**src/rtl/multi_pad_pkg.sv**
```systemverilog
// rtl/multi_pad_pkg.sv - shared state type and parameter limits for the pad reader
package multi_pad_pkg;

  typedef enum logic [2:0] {
    ST_IDLE,
    ST_LATCH,
    ST_SHIFT_HI,
    ST_SHIFT_LO,
    ST_DONE
  } pad_state_t;

  localparam int DEF_CHANNELS      = 2;
  localparam int MIN_CHANNELS      = 1;
  localparam int MAX_CHANNELS      = 8;

  localparam int DEF_BITS          = 8;
  localparam int MIN_BITS          = 1;
  localparam int MAX_BITS          = 32;

  localparam int DEF_HALF_PERIOD   = 30;
  localparam int MIN_HALF_PERIOD   = 4;

  localparam int DEF_POLL_INTERVAL = 16000;
  localparam int MIN_POLL_INTERVAL = 1;

endpackage

```
**src/rtl/pad_shift_chan.sv**
```systemverilog
// rtl/pad_shift_chan.sv - per-pad data synchroniser and shadow shift register
module pad_shift_chan
  import multi_pad_pkg::*;
#(
  parameter int BITS = DEF_BITS
) (
  input  logic            clk,
  input  logic            rst,
  input  logic            din,
  input  logic            clear,
  input  logic            sample,
  output logic [BITS-1:0] shadow
);

  logic sync1;
  logic sync2;

  if (BITS < MIN_BITS || BITS > MAX_BITS) begin : g_bad_bits
    $error("pad_shift_chan: BITS out of range");
  end

  // Two-flop synchroniser: pad data is asynchronous to SYSCLK
  always_ff @(posedge clk) begin
    if (rst) begin
      sync1 <= 1'b0;
      sync2 <= 1'b0;
    end else begin
      sync1 <= din;
      sync2 <= sync1;
    end
  end

  if (BITS == 1) begin : g_single
    // Single-button pad: the one sample is the whole frame (stored inverted, 1 = pressed)
    always_ff @(posedge clk) begin
      if (rst || clear) begin
        shadow <= '0;
      end else if (sample) begin
        shadow <= ~sync2;
      end
    end
  end else begin : g_multi
    // Shift in from the top so that the first sampled bit ends up at index 0
    always_ff @(posedge clk) begin
      if (rst || clear) begin
        shadow <= '0;
      end else if (sample) begin
        shadow <= {~sync2, shadow[BITS-1:1]};
      end
    end
  end

endmodule

```
**src/rtl/multi_pad_reader.sv**
```systemverilog
// rtl/multi_pad_reader.sv - latches and shifts several serial pads in parallel
module multi_pad_reader
  import multi_pad_pkg::*;
#(
  parameter int CHANNELS      = DEF_CHANNELS,
  parameter int BITS          = DEF_BITS,
  parameter int HALF_PERIOD   = DEF_HALF_PERIOD,
  parameter int POLL_INTERVAL = DEF_POLL_INTERVAL
) (
  input  logic                     SYSCLK,
  input  logic                     SYSRESET,
  input  logic                     start,
  input  logic                     auto_en,
  input  logic [CHANNELS-1:0]      data,
  output logic                     poll,
  output logic                     pad_clk,
  output logic [CHANNELS*BITS-1:0] buttonData,
  output logic                     ready,
  output logic [CHANNELS-1:0]      changed,
  output logic                     busy
);

  localparam int TW = $clog2(HALF_PERIOD);
  localparam int BW = $clog2(BITS + 1);
  localparam int AW = $clog2(POLL_INTERVAL + 1);

  if (CHANNELS < MIN_CHANNELS || CHANNELS > MAX_CHANNELS) begin : g_bad_channels
    $error("multi_pad_reader: CHANNELS out of range");
  end
  if (BITS < MIN_BITS || BITS > MAX_BITS) begin : g_bad_bits
    $error("multi_pad_reader: BITS out of range");
  end
  if (HALF_PERIOD < MIN_HALF_PERIOD) begin : g_bad_half_period
    $error("multi_pad_reader: HALF_PERIOD too small");
  end
  if (POLL_INTERVAL < MIN_POLL_INTERVAL) begin : g_bad_poll_interval
    $error("multi_pad_reader: POLL_INTERVAL too small");
  end

  pad_state_t               state;
  pad_state_t               state_nx;
  logic [TW-1:0]            div_cnt;
  logic                     tick;
  logic                     tick_idx;
  logic [BW-1:0]            bit_cnt;
  logic [AW-1:0]            auto_cnt;
  logic                     auto_req;
  logic                     sample_en;
  logic                     clear_en;
  logic [CHANNELS*BITS-1:0] shadow;

  assign tick     = (div_cnt == TW'(HALF_PERIOD - 1));
  assign auto_req = auto_en && (state == ST_IDLE) && (auto_cnt == AW'(POLL_INTERVAL - 1));

  // State register
  always_ff @(posedge SYSCLK) begin
    if (SYSRESET) begin
      state <= ST_IDLE;
    end else begin
      state <= state_nx;
    end
  end

  // Half-period divider; restarts on every state change so each state lasts whole ticks
  always_ff @(posedge SYSCLK) begin
    if (SYSRESET || (state_nx != state)) begin
      div_cnt  <= '0;
      tick_idx <= 1'b0;
    end else if (tick) begin
      div_cnt  <= '0;
      tick_idx <= ~tick_idx;
    end else begin
      div_cnt  <= div_cnt + 1'b1;
    end
  end

  // Number of bits already captured in the current frame
  always_ff @(posedge SYSCLK) begin
    if (SYSRESET || clear_en) begin
      bit_cnt <= '0;
    end else if (sample_en) begin
      bit_cnt <= bit_cnt + 1'b1;
    end
  end

  // Auto-poll timer: counts idle cycles, restarts after each frame and when it fires
  always_ff @(posedge SYSCLK) begin
    if (SYSRESET || !auto_en || (state == ST_DONE) || auto_req) begin
      auto_cnt <= '0;
    end else if (state == ST_IDLE) begin
      auto_cnt <= auto_cnt + 1'b1;
    end
  end

  // Next-state, pad strobes and shift-register enables
  always_comb begin
    state_nx  = state;
    sample_en = 1'b0;
    clear_en  = 1'b0;
    poll      = 1'b0;
    pad_clk   = 1'b0;
    busy      = 1'b1;
    case (state)
      ST_IDLE: begin
        busy = 1'b0;
        if (start || auto_req) begin
          state_nx = ST_LATCH;
          clear_en = 1'b1;
        end
      end
      ST_LATCH: begin
        poll = 1'b1;
        if (tick && tick_idx) begin
          sample_en = 1'b1;
          state_nx  = (BITS == 1) ? ST_DONE : ST_SHIFT_HI;
        end
      end
      ST_SHIFT_HI: begin
        pad_clk = 1'b1;
        if (tick) begin
          state_nx = ST_SHIFT_LO;
        end
      end
      ST_SHIFT_LO: begin
        if (tick) begin
          sample_en = 1'b1;
          state_nx  = (bit_cnt == BW'(BITS - 1)) ? ST_DONE : ST_SHIFT_HI;
        end
      end
      ST_DONE: begin
        state_nx = ST_IDLE;
      end
      default: begin
        state_nx = ST_IDLE;
      end
    endcase
  end

  // Publish a complete frame atomically, with per-channel change flags
  always_ff @(posedge SYSCLK) begin
    if (SYSRESET) begin
      buttonData <= '0;
      changed    <= '0;
      ready      <= 1'b0;
    end else begin
      ready <= 1'b0;
      if (state == ST_DONE) begin
        buttonData <= shadow;
        ready      <= 1'b1;
        for (int c = 0; c < CHANNELS; c++) begin
          changed[c] <= |(shadow[c*BITS +: BITS] ^ buttonData[c*BITS +: BITS]);
        end
      end
    end
  end

  for (genvar c = 0; c < CHANNELS; c++) begin : g_chan
    pad_shift_chan #(
      .BITS(BITS)
    ) u_chan (
      .clk   (SYSCLK),
      .rst   (SYSRESET),
      .din   (data[c]),
      .clear (clear_en),
      .sample(sample_en),
      .shadow(shadow[c*BITS +: BITS])
    );
  end

endmodule

```
**config.mk**
```make
export PLATFORM = sky130hd
export DESIGN_NAME = multi_pad_reader
export DESIGN_NICKNAME = d
export VERILOG_FILES = /design/src/rtl/multi_pad_pkg.sv /design/src/rtl/pad_shift_chan.sv /design/src/rtl/multi_pad_reader.sv
export SDC_FILE = /design/constraint.sdc
export NUM_CORES = 1
export LEC_CHECK = 0
export BUFFER_PORTS_ARGS = -buffer_cell sky130_fd_sc_hd__buf_2
export CAP_MARGIN = 25
export CORE_ASPECT_RATIO = 1.25
export CORE_MARGIN = 3
export CORE_UTILIZATION = 52
export DETAILED_ROUTE_END_ITERATION = 16
export GPL_ROUTABILITY_DRIVEN = 0
export HOLD_SLACK_MARGIN = 0.03
export PLACE_DENSITY = 0.74
export SLEW_MARGIN = 20
export SYNTH_ARGS = -nofsm -noshare
export SYNTH_HDL_FRONTEND = slang
export SYNTH_SLANG_ARGS = --single-unit
```
**constraint.sdc**
```tcl
create_clock -name SYSCLK -period 2 [get_ports SYSCLK]
set_clock_uncertainty 0.15 [all_clocks]
set_input_delay 0.3 -clock SYSCLK [delete_from_list [all_inputs] [get_ports SYSCLK]]
set_output_delay 0.3 -clock SYSCLK [all_outputs]
set_load 0.05 [all_outputs]
```
* Yosys cells after proc, flatten, opt, wreduce, memory -nomap -nowiden
Index checks and enable logic that the tools add are counted.
Storage, ports and cells: flip-flop bits (word level) 66, output and inout port bits 22, input port bits 6, logic and storage cells 59
Cells by class: bitwise gates (word level) 5, multiplexer cells 15, add/sub/neg operators 3, eq/ne operators 8, reduce and logical (&&, ||, !) cells 14
Operator list (count):
- 8-bit OR reduction | 2
- 8-bit bitwise XOR | 2
- 3-bit 2-to-1 mux | 5
- 14-bit by 1-bit adder with 14-bit output (second input constant) | 1
- 14-bit == test (second input constant) | 1
- 3-bit one-hot mux with 4 select lines | 1
- 1-bit 2-to-1 mux | 8
- 3-bit by 2-bit == test with 1-bit output (second input constant) | 2
- 1-bit logical OR | 6
- 5-bit by 1-bit adder with 5-bit output (second input constant) | 1
- 5-bit == test (second input constant) | 1
- 4-bit by 1-bit adder with 4-bit output (second input constant) | 1
- 4-bit by 3-bit == test with 1-bit output (second input constant) | 1
- 3-bit by 1-bit == test with 1-bit output (second input constant) | 1
- 3-bit == test (second input constant) | 1
- 1-bit logical AND | 3
- 3-bit zero test | 1
- 3-bit != test | 1
- 1-bit NOT | 3
- 1-bit one-hot mux with 2 select lines | 1
- 2-bit OR reduction | 1
- 1-bit zero test | 1

* Logic depth before layout (Yosys ltp)
Gate-level depths: netlist of the first run.
depth in word-level cells 9, mapped depth 8, mapped depth without buffers 7

* By module
A second synthesis of the first run with hierarchy kept.
Unflattened totals: cells, all modules 308, area, all modules 2834.0 um^2
Modules (own cells, without submodules):
- multi_pad_reader | area an instance 2128.3 um^2, instances 1, sequential area each 920.9 um^2, cells an instance 246
- pad_shift_chan | area an instance 352.8 um^2, instances 2, sequential area each 200.2 um^2, cells an instance 31

* Least setup slack after synthesis of the first run
No wires, ideal clock.
path type register to output, start point reg state[0], end point out poll, path slack -134 ps, cell stages (with the launch flop) 4, arrival 1684 ps, data required time 1550 ps, cells stage by stage dfxtp_1 buf_2 inv_2 nor3_1
On the way: word-level cells in the longest chain between the ends 2
Ends and longest elaborated chain:
- start, declared | line multi_pad_reader.sv:40 | pad_state_t state;
- start signal, assigned | line multi_pad_reader.sv:60 | state <= state_nx;
- 3-bit by 1-bit == test with 1-bit output | line multi_pad_reader.sv:103 | case (state)
- 1-bit 2-to-1 mux | line multi_pad_reader.sv:103
- end, declared | line multi_pad_reader.sv:15 | output logic poll,
Every way passes these cells.

* Worst setup path after layout of the first run
start point reg state[1], end point reg div_cnt[0]
On the way: word-level cells in the longest chain between the ends 9, elaborated cells between the ends (all ways) 15, classes of those cells 4 x eq/ne; 5 x mux; 6 x reduce/logical
Ends and longest elaborated chain:
- 3-bit zero test | line multi_pad_reader.sv:53, multi_pad_reader.sv:103
- 1-bit logical AND (2 in a row) | line multi_pad_reader.sv:53 | assign auto_req = auto_en && (state == ST_IDLE) && (auto_cnt == AW'(POLL_INTERVAL - 1));
- 1-bit logical OR | line multi_pad_reader.sv:106 | if (start || auto_req) begin
- 3-bit 2-to-1 mux | line multi_pad_reader.sv:106
- 3-bit one-hot mux with 4 select lines | line multi_pad_reader.sv:103
- 3-bit != test (*) | line multi_pad_reader.sv:66 | if (SYSRESET || (state_nx != state)) begin
- 1-bit logical OR (*) | line multi_pad_reader.sv:66
- 2-bit OR reduction (no source line) (*)
- end signal, assigned | line multi_pad_reader.sv:73 | div_cnt <= div_cnt + 1'b1;
- end, declared | line multi_pad_reader.sv:42 | logic [TW-1:0] div_cnt;
Mark *: on every way between the ends. The rest lies on a longest branch, timed or not. A chain may end at the register's enable or synchronous reset.

==> metrics.md, run 1 <==
| Metric | Value |
|---|---|
| Run status | `finished with violations` |
| Sw frac | `a little under a quarter` |
| Total number of vias | `around 2,200` |
| Met3 wirelength from detailed routing | `between 150 and 200 um` |
| Area added between synthesis and finish | `17.9%` |
| Layout Cell Area excl Fill | `roughly 3300 um2` |
| Nets | `352` |
| Number of max-capacitance violations reported | `0` |
| FP Rows | `29` |
| Final setup margin | `-0.0450 ns` |
| Worst IR drop on VDD | `roughly 0.00053 V` |
| Avg WL per Cell | `13.0 um` |
| Met2 Wirelength | `around 2600 um` |
| Clk Tree Root Cell | `sky130_fd_sc_hd__clkbuf_8` |
| Portion of netlist area occupied by mux cells | `around 6.4%` |
| Horizontal die dimension | `around 72 um` |
| Clock tree from TritonCTS | `yes` |
| Cts-stage hold buffer count | `0` |
| Violated checks | `negative setup slack` |
| Largest fanout on the critical path | `5` |
| H-tree depth | `3` |
| Power density normalized to cell area | `about 800 nW/um2` |
| Synthesized area divided by synthesized cell count | `slightly above 9 um2` |
| Number of failing setup endpoints in the final timing report | `25` |
| Area of the multi-input gates | `1430 um2` |
| Cell accounting for the most synthesized area | `sky130_fd_sc_hd__dfxtp_1` |
| Global router's overall resource usage | `between 10% and 20%` |
| Pins Over Slew Limit | `0` |
| Area of the mapped netlist | `about 2800 um2` |
| Antenna Cells | `0` |
| Worst hold-check path type | `input pin to flop` |
| Max Fclk | `0.489 GHz` |
| Antenna viol nets, final | `0` |
| Number of distinct library cell variants in the gate-level netlist after synthesis | `40` |
| Synthesized netlist cell count | `slightly above 300` |
| Detailed Routing Iterations Pass 1 | `4` |
| WL met1 | `between 2000 and 2500 um` |
| Port Buffer Count | `27` |
| Number of instances in the placed design | `393` |
| Post-synthesis share of cell area spent on xor and xnor gates | `around 12%` |
| Post-route fraction of the period consumed by the critical path | `102%` |
| Clock slew at the register clock pins of the worst setup and hold paths | `0.07 ns` |
| Combined flip-flop and latch cell area | `about 1300 um2` |
| Routed vias/inst | `around 5.3` |
| TritonCTS buffer count | `9` |
| Portion of total power attributed to combinational logic | `approximately 5.5%` |
| Hold Vio Cnt, Final | `0` |
| Top-area cell type share of the netlist area | `approximately 47%` |
| Count of pins on the block boundary | `28` |
| Largest net degree at the start of global routing | `25` |
| Ranking of synthesized cells by instance count | `sky130_fd_sc_hd__dfxtp_1 (66), sky130_fd_sc_hd__nand2_1 (45), sky130_fd_sc_hd__nor2_1 (44)` |
| Headroom to the max-slew limit | `a little over half` |
| Utilization of the core after routing | `about 64%` |
| R2r setup slk | `-0.05 ns` |
| Count of unresolved DRC violations after routing | `0` |
| Synthesized-area fraction occupied by adder cells | `under 10%` |
| Leakage component of the power | `approximately 1.3 nW` |
| Compound-Gate Fraction of Synth Area | `6.70%` |
| Total power of the final layout | `2.60 mW` |
| Synthesized Nets | `between 300 and 400` |
| Post-synthesis share of cell area spent on and, or, nand and nor gates | `between 20% and 30%` |
| Register area share after synthesis | `between 40% and 50%` |
| Largest family of logic cells by synthesized area | `simple AND/OR/NAND/NOR gates` |
| Worst Setup Slack post-DPL | `-0.00521 ns` |
| Shortest period the worst path allows | `2.05 ns` |
| Count of synthesis-stage warnings from yosys | `0` |
| Post-route insts no fill | `409` |
| Die Footprint | `approximately 6300 um2` |
| Most numerous cell in the Yosys netlist | `sky130_fd_sc_hd__dfxtp_1` |
| Total of fill cells in the finished design | `roughly 450` |
| Uppermost signal routing layer after detailed routing | `met4` |
| Nature of the critical path endpoint | `flop` |
| Wire length reported by the detailed router | `around 5300 um` |
| Number of synthesized flops with an enable pin | `0` |
| Fraction of registers with async set/reset | `0%` |
| Nature of the critical path startpoint | `flop` |
| Worst Max-Slew Pin Slew | `roughly 0.7 ns` |
| Most used flip-flop cell after synthesis | `sky130_fd_sc_hd__dfxtp_1` |
| Number of register bits inferred by synthesis | `66` |
| Worst-Skew Late Latency | `about 0.33 ns` |
| Core Area | `~5200 um2` |
| Clock sink total | `66` |
| Buffer depth of the longest clock path | `2` |
| Start-to-end type of the worst setup path | `flop to flop` |
| Arrival time of data at the critical path endpoint | `~2.1 ns` |
| Launching point of the worst reg2reg path | `state[1]$_SDFF_PP0_` |
| First-iteration detailed-routing DRC count | `78` |
| Die height | `88.1 um` |
| RSZ-0062 raised after global routing | `true` |
| Critical Path Source | `state[1]$_SDFF_PP0_` |
| Internal | `~2 mW` |
| Placed cell areas | `approximately 3100 um2` |
| Initial antenna violation count | `0` |
| Starting density of the core | `a little over half` |
| Hold wc startpoint | `data[0]` |
| Grt total ovfl | `0` |
| Sw power | `a little over 600 uW` |
| Half-perimeter wire length after placement | `3740 um` |
| Cell types with the largest area share after synthesis | `sky130_fd_sc_hd__dfxtp_1 (47%), sky130_fd_sc_hd__xor2_1 (8.8%), sky130_fd_sc_hd__mux2i_1 (6.4%), sky130_fd_sc_hd__nand2_1 (6.0%), sky130_fd_sc_hd__nor2_1 (5.9%)` |
| Share of total power in the clock network | `~43%` |
| Fraction of final layout cells sized beyond drive strength 1 | `between 20 and 25%` |
| Required time of the worst setup path | `approximately 2.1 ns` |
| Share of power burned in registers | `roughly half` |
| Wire length of the first global-routing pass | `approximately 9000 um` |
| Vias in the first global route | `~2,100` |
==> layer usage <==
metal	track usage, %	up-vias
met1	21.0	1032
met2	31.4	33
met3	3.44	11
met4	8.38	0
li1	-	1102
met5	0	-
==> worst paths after layout <==
path,to,cells after the start
worst min register to register,g_chan[0].u_chan.shadow[7]$_SDFFE_PP0P_,1
worst min-delay path,g_chan[0].u_chan.sync1$_SDFF_PP0_,2
worst max register to register,div_cnt[0]$_SDFF_PP0_,5
worst max-delay path,div_cnt[0]$_SDFF_PP0_,5
==> worst max-delay path, stage by stage, from the launching register on <==
cell and delay (ns):
sky130_fd_sc_hd__dfxtp_1 0.31, sky130_fd_sc_hd__or4b_4 0.58, sky130_fd_sc_hd__nor3_4 0.28, sky130_fd_sc_hd__a311oi_4 0.15, sky130_fd_sc_hd__xnor2_2 0.23, sky130_fd_sc_hd__nor4_1 0.26
==> kinds of logic (layout without fill, tap and decap cells) <==
group | after synthesis | in the layout
XOR/XNOR | 36 | 36
adder cells (fa/ha/maj) | 4 | 4
AND/OR/NAND/NOR | 133 | 133
buffers and inverters | 20 | 62
AO/OA/AOI/OAI | 28 | 28
flip-flops | 66 | 66
multiplexers | 18 | 18
==> power by group through the flow <==
stage	clock network, mW	logic [mW]	registers (mW)
after floorplan	0	0.0973	1.36
after detailed placement	0	0.137	1.36
after CTS	1.14	0.139	1.33
final	1.12	0.142	1.33
after global routing	1.20	0.156	1.34
after global placement	0	0.136	1.36
==> area by class of cell <==
| class | count | area share [%] |
|---|---|---|
| Inverter | 5 | 0.568 |
| Tap cell | 62 | 2.35 |
| Timing Repair Buffer | 41 | 7.65 |
| Clock buffer | 10 | 4.17 |
| Multi-Input combinational cell | 219 | 43.2 |
| Sequential cell | 66 | 40.0 |
| Clock inverter | 6 | 2.01 |
==> state kept, by name (all words and copies together), names as in the netlist <==
signal                count
tick_idx                  1
state                     3
g_chan.u_chan.sync2       2
bit_cnt                   4
buttonData               16
g_chan.u_chan.shadow     16
g_chan.u_chan.sync1       2
div_cnt                   5
ready                     1
changed                   2
auto_cnt                 14
==> metrics by stage <==
step / hold slack (ns) / setup TNS (ns)
floorplan: 0.222 / 0
global placement: 0.243 / 0
detailed placement: 0.254 / -0.00609
CTS: 0.0401 / -0.0339
global route: 0.0498 / -2.03
finish: 0.0522 / -0.529
==> cells in the final DEF, fill, tap and decap left out, drive strengths merged, types with 3 or more instances in the layout <==
master / Yosys / final
nor2: 44 / 44
nand4: 5 / 5
xnor2: 8 / 8
dfxtp: 66 / 66
mux2i: 18 / 18
a311oi: 3 / 3
nand2b: 3 / 3
clkbuf: 6 / 10
nand2: 45 / 45
xor2: 28 / 28
buf: 9 / 41
nand3: 7 / 7
nor2b: 4 / 4
inv: 5 / 5
clkinvlp: 0 / 3
a21oi: 18 / 18
ha: 4 / 4
nor3: 4 / 4
nor4: 13 / 13
==> timing repair <==
item	in CTS	in global routing
buffers inserted	0	0
pin swaps	0	5
resized for setup	0	4
endpoints found under the setup margin	2	41
Power figures use the tool's default switching activity.
==> run 2, diff against run 1 <==
==> constraint.sdc (replaced) <==
create_clock -name SYSCLK -period 2 [get_ports SYSCLK]
set_clock_uncertainty 0.15 [all_clocks]
set_input_delay 0.6 -clock SYSCLK [delete_from_list [all_inputs] [get_ports SYSCLK]]
set_output_delay 0.6 -clock SYSCLK [all_outputs]
set_load 0.05 [all_outputs]
==> run 2 against run 1 <==
The flow still finishes with violations (negative setup slack). Global-route usage grew 0.085 points. Clock power about the same. Sequential power is essentially flat. Count of clock-buffer cells in the layout unchanged. Critical endpoint is now div_cnt[1]$_SDFF_PP0_. Die area did not move. Maximum frequency down 3.1%.
==> metrics.md, run 2 (synthesized netlist as in run 1, its figures left out) <==
| Metric | Value |
|---|---|
| Avg WL per Cell | `12.8 um (was 13.0 um)` |
| Die height | `88.1 um (unchanged)` |
| Antenna viol nets, final | `0 (unchanged)` |
| Largest fanout on the critical path | `5 (unchanged)` |
| Worst-Skew Late Latency | `0.34 ns (was 0.33 ns)` |
| H-tree depth | `3 (unchanged)` |
| Start-to-end type of the worst setup path | `flop to flop (unchanged)` |
| Buffer depth of the longest clock path | `2 (unchanged)` |
| Horizontal die dimension | `71.7 um (unchanged)` |
| Nature of the critical path startpoint | `flop (unchanged)` |
| Half-perimeter wire length after placement | `3540 um (was 3740 um)` |
| Count of pins on the block boundary | `28 (unchanged)` |
| Fraction of final layout cells sized beyond drive strength 1 | `25.6% (was 20.7%)` |
| Post-route fraction of the period consumed by the critical path | `106% (was 102%)` |
| Clk Tree Root Cell | `sky130_fd_sc_hd__clkbuf_8 (unchanged)` |
| Max Fclk | `0.474 GHz (was 0.489 GHz)` |
| Total number of vias | `2,171 (was 2,178)` |
| Leakage component of the power | `1.40 nW (was 1.31 nW)` |
| FP Rows | `29 (unchanged)` |
| Required time of the worst setup path | `2.08 ns (was 2.10 ns)` |
| Largest delay share family, worst path | `simple AND/OR/NAND/NOR gates (unchanged)` |
| Number of failing setup endpoints in the final timing report | `27 (was 25)` |
| Starting density of the core | `54.4% (unchanged)` |
| Antenna Cells | `0 (unchanged)` |
| Vias in the first global route | `2,067 (was 2,087)` |
| CP cell instances | `or4b_4 -> nor3_4 -> a311oi_4 -> xnor2_2 -> nor4_1 (unchanged)` |
| Worst IR drop on VDD | `0.000537 V (was 0.000526 V)` |
| Longest individual stage delay on the worst path | `0.58 ns (about the same)` |
| Arrival time of data at the critical path endpoint | `2.19 ns (was 2.14 ns)` |
| Port Buffer Count | `27 (unchanged)` |
| Commonest non-fill, non-tap cells in the layout | `sky130_fd_sc_hd__dfxtp_1 (62), sky130_fd_sc_hd__nand2_1 (44), sky130_fd_sc_hd__nor2_1 (43) (was sky130_fd_sc_hd__dfxtp_1 (66), sky130_fd_sc_hd__nand2_1 (45), sky130_fd_sc_hd__nor2_1 (44))` |
| Grt total ovfl | `0 (unchanged)` |
| TritonCTS buffer count | `9 (unchanged)` |
| Number of max-capacitance violations reported | `0 (unchanged)` |
| Count of unresolved DRC violations after routing | `0 (unchanged)` |
| Headroom to the max-slew limit | `55.2% (was 52.5%)` |
| First-iteration detailed-routing DRC count | `102 (was 78)` |
| Die Footprint | `6310 um2 (unchanged)` |
| Setup TNS after final layout | `-1.68 ns (was -0.529 ns)` |
| Initial antenna violation count | `0 (unchanged)` |
| Nets | `364 (was 352)` |
| Crit path buffers/inverters | `0 (unchanged)` |
| Core Area | `5150 um2 (unchanged)` |
| Utilization of the core after routing | `67.9% (was 64.1%)` |
| Largest net degree at the start of global routing | `24 (was 25)` |
| Pins Over Slew Limit | `0 (unchanged)` |
| Shortest period the worst path allows | `2.11 ns (was 2.05 ns)` |
| Routed vias/inst | `5.16 (was 5.33)` |
| Slowest stage cell, crit path | `sky130_fd_sc_hd__or4b_4 (unchanged)` |
| Wire length of the first global-routing pass | `9060 um (was 9010 um)` |
| Biggest regs | `buttonData: 16 flops, g_chan.u_chan.shadow: 16 flops, auto_cnt: 14 flops (unchanged)` |
| Nature of the critical path endpoint | `flop (unchanged)` |
| Violated checks | `negative setup slack (unchanged)` |
| Clock sink total | `66 (unchanged)` |
| Run status | `finished with violations (unchanged)` |
| RSZ-0062 raised after global routing | `true (unchanged)` |
| Worst hold-check path type | `flop to flop (was input pin to flop)` |
| Total power of the final layout | `2.63 mW (was 2.60 mW)` |
| Placed cell areas | `3110 um2 (was 3070 um2)` |
| Power density normalized to cell area | `750 nW/um2 (was 787 nW/um2)` |
| Clock slew at the register clock pins of the worst setup and hold paths | `0.07 ns (about the same)` |
| Leading cell type in the layout, fill and taps excluded | `sky130_fd_sc_hd__dfxtp_1 (unchanged)` |
| Worst Max-Slew Pin Slew | `0.663 ns (was 0.703 ns)` |
| Global router's overall resource usage | `18.0% (was 17.9%)` |
| Detailed Routing Iterations Pass 1 | `4 (unchanged)` |
| Final setup margin | `-0.110 ns (was -0.0450 ns)` |
| Wire length reported by the detailed router | `5390 um (was 5310 um)` |
| Hold Vio Cnt, Final | `0 (unchanged)` |
| Area added between synthesis and finish | `25.0% (was 17.9%)` |
| Layout Cell Area excl Fill | `3500 um2 (was 3300 um2)` |
| Clock tree from TritonCTS | `yes (unchanged)` |
-- run 2: changes by cell type in the layout (fill, tap and decap cells not counted), sizes merged --
cell      change
buf          +10
clkinv        +1
clkbuf        +2
clkinvlp      -2
inv           +1
-- run 2: final cells by class --
type / count / area (um2)
Clock buffer: 10 / 138
Timing Repair Buffer: 53 / 417
Inverter: 5 / 18.8
Fill cell: 377 / 1650
Sequential cell: 66 / 1330
Multi-Input combinational cell: 219 / 1460
Clock inverter: 6 / 65.1
Tap cell: 62 / 77.6
-- run 2: worst reg2reg max path, stage by stage (launching register included) --
cell and delay, ns:
sky130_fd_sc_hd__dfxtp_2 0.33, sky130_fd_sc_hd__or4b_4 0.58, sky130_fd_sc_hd__nor3_4 0.29, sky130_fd_sc_hd__a311oi_4 0.17
sky130_fd_sc_hd__xnor2_2 0.21, sky130_fd_sc_hd__nor4_1 0.30
-- run 2: final timing paths --
| check | cells past startpoint | slack [ns] | from | endpoint |
|---|---|---|---|---|
| min | 1 | 0.26 | g_chan[1].u_chan.sync2$_SDFF_PP0_ | g_chan[1].u_chan.shadow[7]$_SDFFE_PP0P_ |
| max reg2reg | 5 | -0.11 | state[1]$_SDFF_PP0_ | div_cnt[1]$_SDFF_PP0_ |
| min reg2reg | 1 | 0.26 | g_chan[1].u_chan.sync2$_SDFF_PP0_ | g_chan[1].u_chan.shadow[7]$_SDFFE_PP0P_ |
| max | 5 | -0.11 | state[1]$_SDFF_PP0_ | div_cnt[1]$_SDFF_PP0_ |
-- run 2: what timing repair did --
item / in CTS / in global routing
endpoints found under the hold margin: 0 / 0
setup endpoints to repair: 6 / 43
gates cloned: 0 / 2
hold buffers: 0 / 0
gates resized for setup: 9 / 12
pin swaps: 0 / 8
buffers inserted: 3 / 5
-- run 2: routing by layer --
| layer | vias up | global-route usage [%] | routed length [um] |
|---|---|---|---|
| met3 | 7 | 4.59 | 185 |
| li1 | 1128 | - | - |
| met4 | 0 | 6.67 | 68 |
| met2 | 34 | 30.4 | 2610 |
| met5 | - | 0 | 0 |
| met1 | 1002 | 22.2 | 2530 |
-- run 2: through the flow --
| step | setup slack [ns] | std cells | hold WS [ns] |
|---|---|---|---|
| final | -0.110 | 421 | 0.256 |
| after global routing | -0.217 | 421 | 0.284 |
| after CTS | -0.0449 | 414 | 0.258 |
| after detailed placement | -0.160 | 395 | 0.247 |
| after global placement | -0.103 | 395 | 0.243 |
| after floorplan | -0.0203 | 305 | 0.240 |
-- run 2: report_power, final --
| group | internal [mW] | switching (mW) | total, mW |
|---|---|---|---|
| registers | 1.33 | 0.00920 | 1.34 |
| clock network | 0.611 | 0.513 | 1.12 |
| logic | 0.0737 | 0.0928 | 0.166 |
| total | 2.01 | 0.615 | 2.63 |
==> run 3, diff against run 2 <==
- MAX_ROUTING_LAYER: not set -> met4
- SETUP_SLACK_MARGIN: not set -> 0.1
==> run 3 against run 2 <==
The run still ends with negative setup slack left. Worst setup slack improved by 0.095 ns. Wire length rose by 3.7%. Utilization fell by 0.70 points. Clock power fell by 16%. Via count rose by 4.1%. Register-to-register slack improved by 0.09 ns. Count of clock-buffer cells in the layout rose by 1.
==> metrics.md, run 3 (synthesized netlist as in run 1, its figures left out) <==
| Metric | Value |
|---|---|
| Run status | `finished with violations (unchanged)` |
| Violated checks | `negative setup slack (unchanged)` |
| Global router's overall resource usage | `19.6% (was 18.0%)` |
| H-tree depth | `3 (unchanged)` |
| Antenna Cells | `0 (unchanged)` |
| Start-to-end type of the worst setup path | `flop to flop (unchanged)` |
| CP cell instances | `or4b_4 -> nor3_4 -> a311oi_4 -> xnor2_2 -> nor4_2 (was or4b_4 -> nor3_4 -> a311oi_4 -> xnor2_2 -> nor4_1)` |
| Post-route insts no fill | `421 (unchanged)` |
| Area added between synthesis and finish | `23.7% (was 25.0%)` |
| Worst IR drop on VDD | `0.000561 V (was 0.000537 V)` |
| Antenna viol nets, final | `0 (unchanged)` |
| Detailed Routing Iterations Pass 1 | `4 (unchanged)` |
| WHS Path Cells | `1 (unchanged)` |
| Final setup margin | `-0.0158 ns (was -0.110 ns)` |
| Count of pins on the block boundary | `28 (unchanged)` |
| Wire length reported by the detailed router | `5590 um (was 5390 um)` |
| Fraction of final layout cells sized beyond drive strength 1 | `26.5% (was 25.6%)` |
| Met2 Wirelength | `2670 um (was 2610 um)` |
| Setup TNS after final layout | `-0.0167 ns (was -1.68 ns)` |
| Hold Vio Cnt, Final | `0 (unchanged)` |
| Met3 wirelength from detailed routing | `235 um (was 185 um)` |
| Reg2Reg Capture Point | `div_cnt[3]$_SDFF_PP0_ (was div_cnt[1]$_SDFF_PP0_)` |
| Die height | `88.1 um (unchanged)` |
| R2r setup slk | `-0.02 ns (was -0.11 ns)` |
| Total power of the final layout | `2.46 mW (was 2.63 mW)` |
| Power density normalized to cell area | `710 nW/um2 (was 750 nW/um2)` |
| Uppermost signal routing layer after detailed routing | `met4 (unchanged)` |
| Total number of vias | `2,260 (was 2,171)` |
| Hold wc startpoint | `g_chan[1].u_chan.sync2$_SDFF_PP0_ (unchanged)` |
| Vias in the first global route | `2,097 (was 2,067)` |
| Port Buffer Count | `27 (unchanged)` |
| Wire length of the first global-routing pass | `9450 um (was 9060 um)` |
| Half-perimeter wire length after placement | `3590 um (was 3540 um)` |
| Launching point of the worst reg2reg path | `state[2]$_SDFF_PP0_ (was state[1]$_SDFF_PP0_)` |
| Required time of the worst setup path | `2.09 ns (was 2.08 ns)` |
| Nets | `364 (unchanged)` |
| Crit path buffers/inverters | `0 (unchanged)` |
| Number of max-capacitance violations reported | `0 (unchanged)` |
| Critical Path Source | `state[2]$_SDFF_PP0_ (was state[1]$_SDFF_PP0_)` |
| Largest delay share family, worst path | `simple AND/OR/NAND/NOR gates (unchanged)` |
| Starting density of the core | `54.4% (unchanged)` |
| Largest fanout on the critical path | `5 (unchanged)` |
| Post-route fraction of the period consumed by the critical path | `101% (was 106%)` |
| Clock sink total | `66 (unchanged)` |
| Worst Max-Slew Pin Slew | `0.661 ns (was 0.663 ns)` |
| TritonCTS buffer count | `9 (unchanged)` |
| Clk Tree Root Cell | `sky130_fd_sc_hd__clkbuf_8 (unchanged)` |
| Register-to-Register Path Depth | `5 (unchanged)` |
| Largest net degree at the start of global routing | `23 (was 24)` |
| Headroom to the max-slew limit | `55.3% (was 55.2%)` |
| Fin Hold WS | `0.267 ns (was 0.256 ns)` |
| Grt total ovfl | `0 (unchanged)` |
| Die Footprint | `6310 um2 (unchanged)` |
| Clock slew at the register clock pins of the worst setup and hold paths | `0.07 ns (about the same)` |
| Worst-Skew Late Latency | `0.33 ns (was 0.34 ns)` |
| Nature of the critical path endpoint | `flop (unchanged)` |
| RSZ-0062 raised after global routing | `true (unchanged)` |
| First-iteration detailed-routing DRC count | `88 (was 102)` |
| Number of instances in the placed design | `394 (was 395)` |
| Hold path endpoint | `g_chan[1].u_chan.shadow[7]$_SDFFE_PP0P_ (unchanged)` |
| WL met1 | `2530 um (about the same)` |
| Worst hold-check path type | `flop to flop (unchanged)` |
| Biggest regs | `buttonData: 16 flops, g_chan.u_chan.shadow: 16 flops, auto_cnt: 14 flops (unchanged)` |
| Initial antenna violation count | `0 (unchanged)` |
| Leakage component of the power | `1.38 nW (was 1.40 nW)` |
| Routed vias/inst | `5.37 (was 5.16)` |
| Count of unresolved DRC violations after routing | `0 (unchanged)` |
| Max Fclk | `0.496 GHz (was 0.474 GHz)` |
| Pins Over Slew Limit | `0 (unchanged)` |
| Slowest stage cell, crit path | `sky130_fd_sc_hd__or4b_4 (unchanged)` |
| Core Area | `5150 um2 (unchanged)` |
| Buffer depth of the longest clock path | `2 (unchanged)` |
| Commonest non-fill, non-tap cells in the layout | `sky130_fd_sc_hd__dfxtp_1 (61), sky130_fd_sc_hd__nand2_1 (44), sky130_fd_sc_hd__nor2_1 (43) (was sky130_fd_sc_hd__dfxtp_1 (62), sky130_fd_sc_hd__nand2_1 (44), sky130_fd_sc_hd__nor2_1 (43))` |
| Number of failing setup endpoints in the final timing report | `2 (was 27)` |
| Avg WL per Cell | `13.3 um (was 12.8 um)` |
| Shortest period the worst path allows | `2.02 ns (was 2.11 ns)` |
| Clock tree from TritonCTS | `yes (unchanged)` |
| Nature of the critical path startpoint | `flop (unchanged)` |
| Leading cell type in the layout, fill and taps excluded | `sky130_fd_sc_hd__dfxtp_1 (unchanged)` |
| Longest individual stage delay on the worst path | `0.56 ns (was 0.58 ns)` |
| Horizontal die dimension | `71.7 um (unchanged)` |
| FP Rows | `29 (unchanged)` |
| Arrival time of data at the critical path endpoint | `2.11 ns (was 2.19 ns)` |
==> run 3: changes by cell type in the layout (fill, tap and decap cells not counted), sizes merged <==
cell    delta
buf        +2
clkbuf     -1
bufinv     -1
inv        -1
clkinv     +1
==> run 3: cell type report <==
type                    count  area, um2
clock inverters             5       31.3
flip-flops and latches     66       1330
inverters                   5       23.8
fillers                   408       1690
well taps                  62       77.6
repair buffers             53        389
multi-input cells         219       1480
clock buffers              11        131
==> run 3: where the power goes <==
group / switching (mW) / total (mW) / internal [mW]
Clock: 0.492 / 0.938 / 0.446
Sequential: 0.00929 / 1.34 / 1.33
Combinational: 0.102 / 0.186 / 0.0840
==> run 3: how the worst max path moves through the flow <==
stage | end | slack [ns] | cells after the start
after floorplan | poll | -0.02 | 3
after global placement | div_cnt[3]$_SDFF_PP0_ | -0.1 | 5
after detailed placement | div_cnt[3]$_SDFF_PP0_ | -0.18 | 5
after CTS | div_cnt[3]$_SDFF_PP0_ | -0.04 | 5
after global routing | tick_idx$_SDFFE_PP0P_ | -0.1 | 8
final | div_cnt[3]$_SDFF_PP0_ | -0.02 | 5
==> run 3: stage by stage <==
stage               util (%)  cell area (um2)  setup slack [ns]
global route            67.2             3460           -0.0968
floorplan                  -             2830           -0.0203
finish                  67.2             3460           -0.0158
global placement        60.2             3100           -0.0997
detailed placement      60.2             3100            -0.178
CTS                     66.3             3410           -0.0404
==> run 3: metal layers <==
metal  vias up  track usage [%]
li1       1129                -
met1      1060             23.0
met2        57             30.7
met3        14             5.05
met4         0             10.6
met5         -                -
==> run 3: timing repair <==
item	in CTS	in global routing
pin swaps	11	8
resized for setup	20	12
hold buffers	0	0
setup endpoints to repair	43	44
setup buffers	10	1
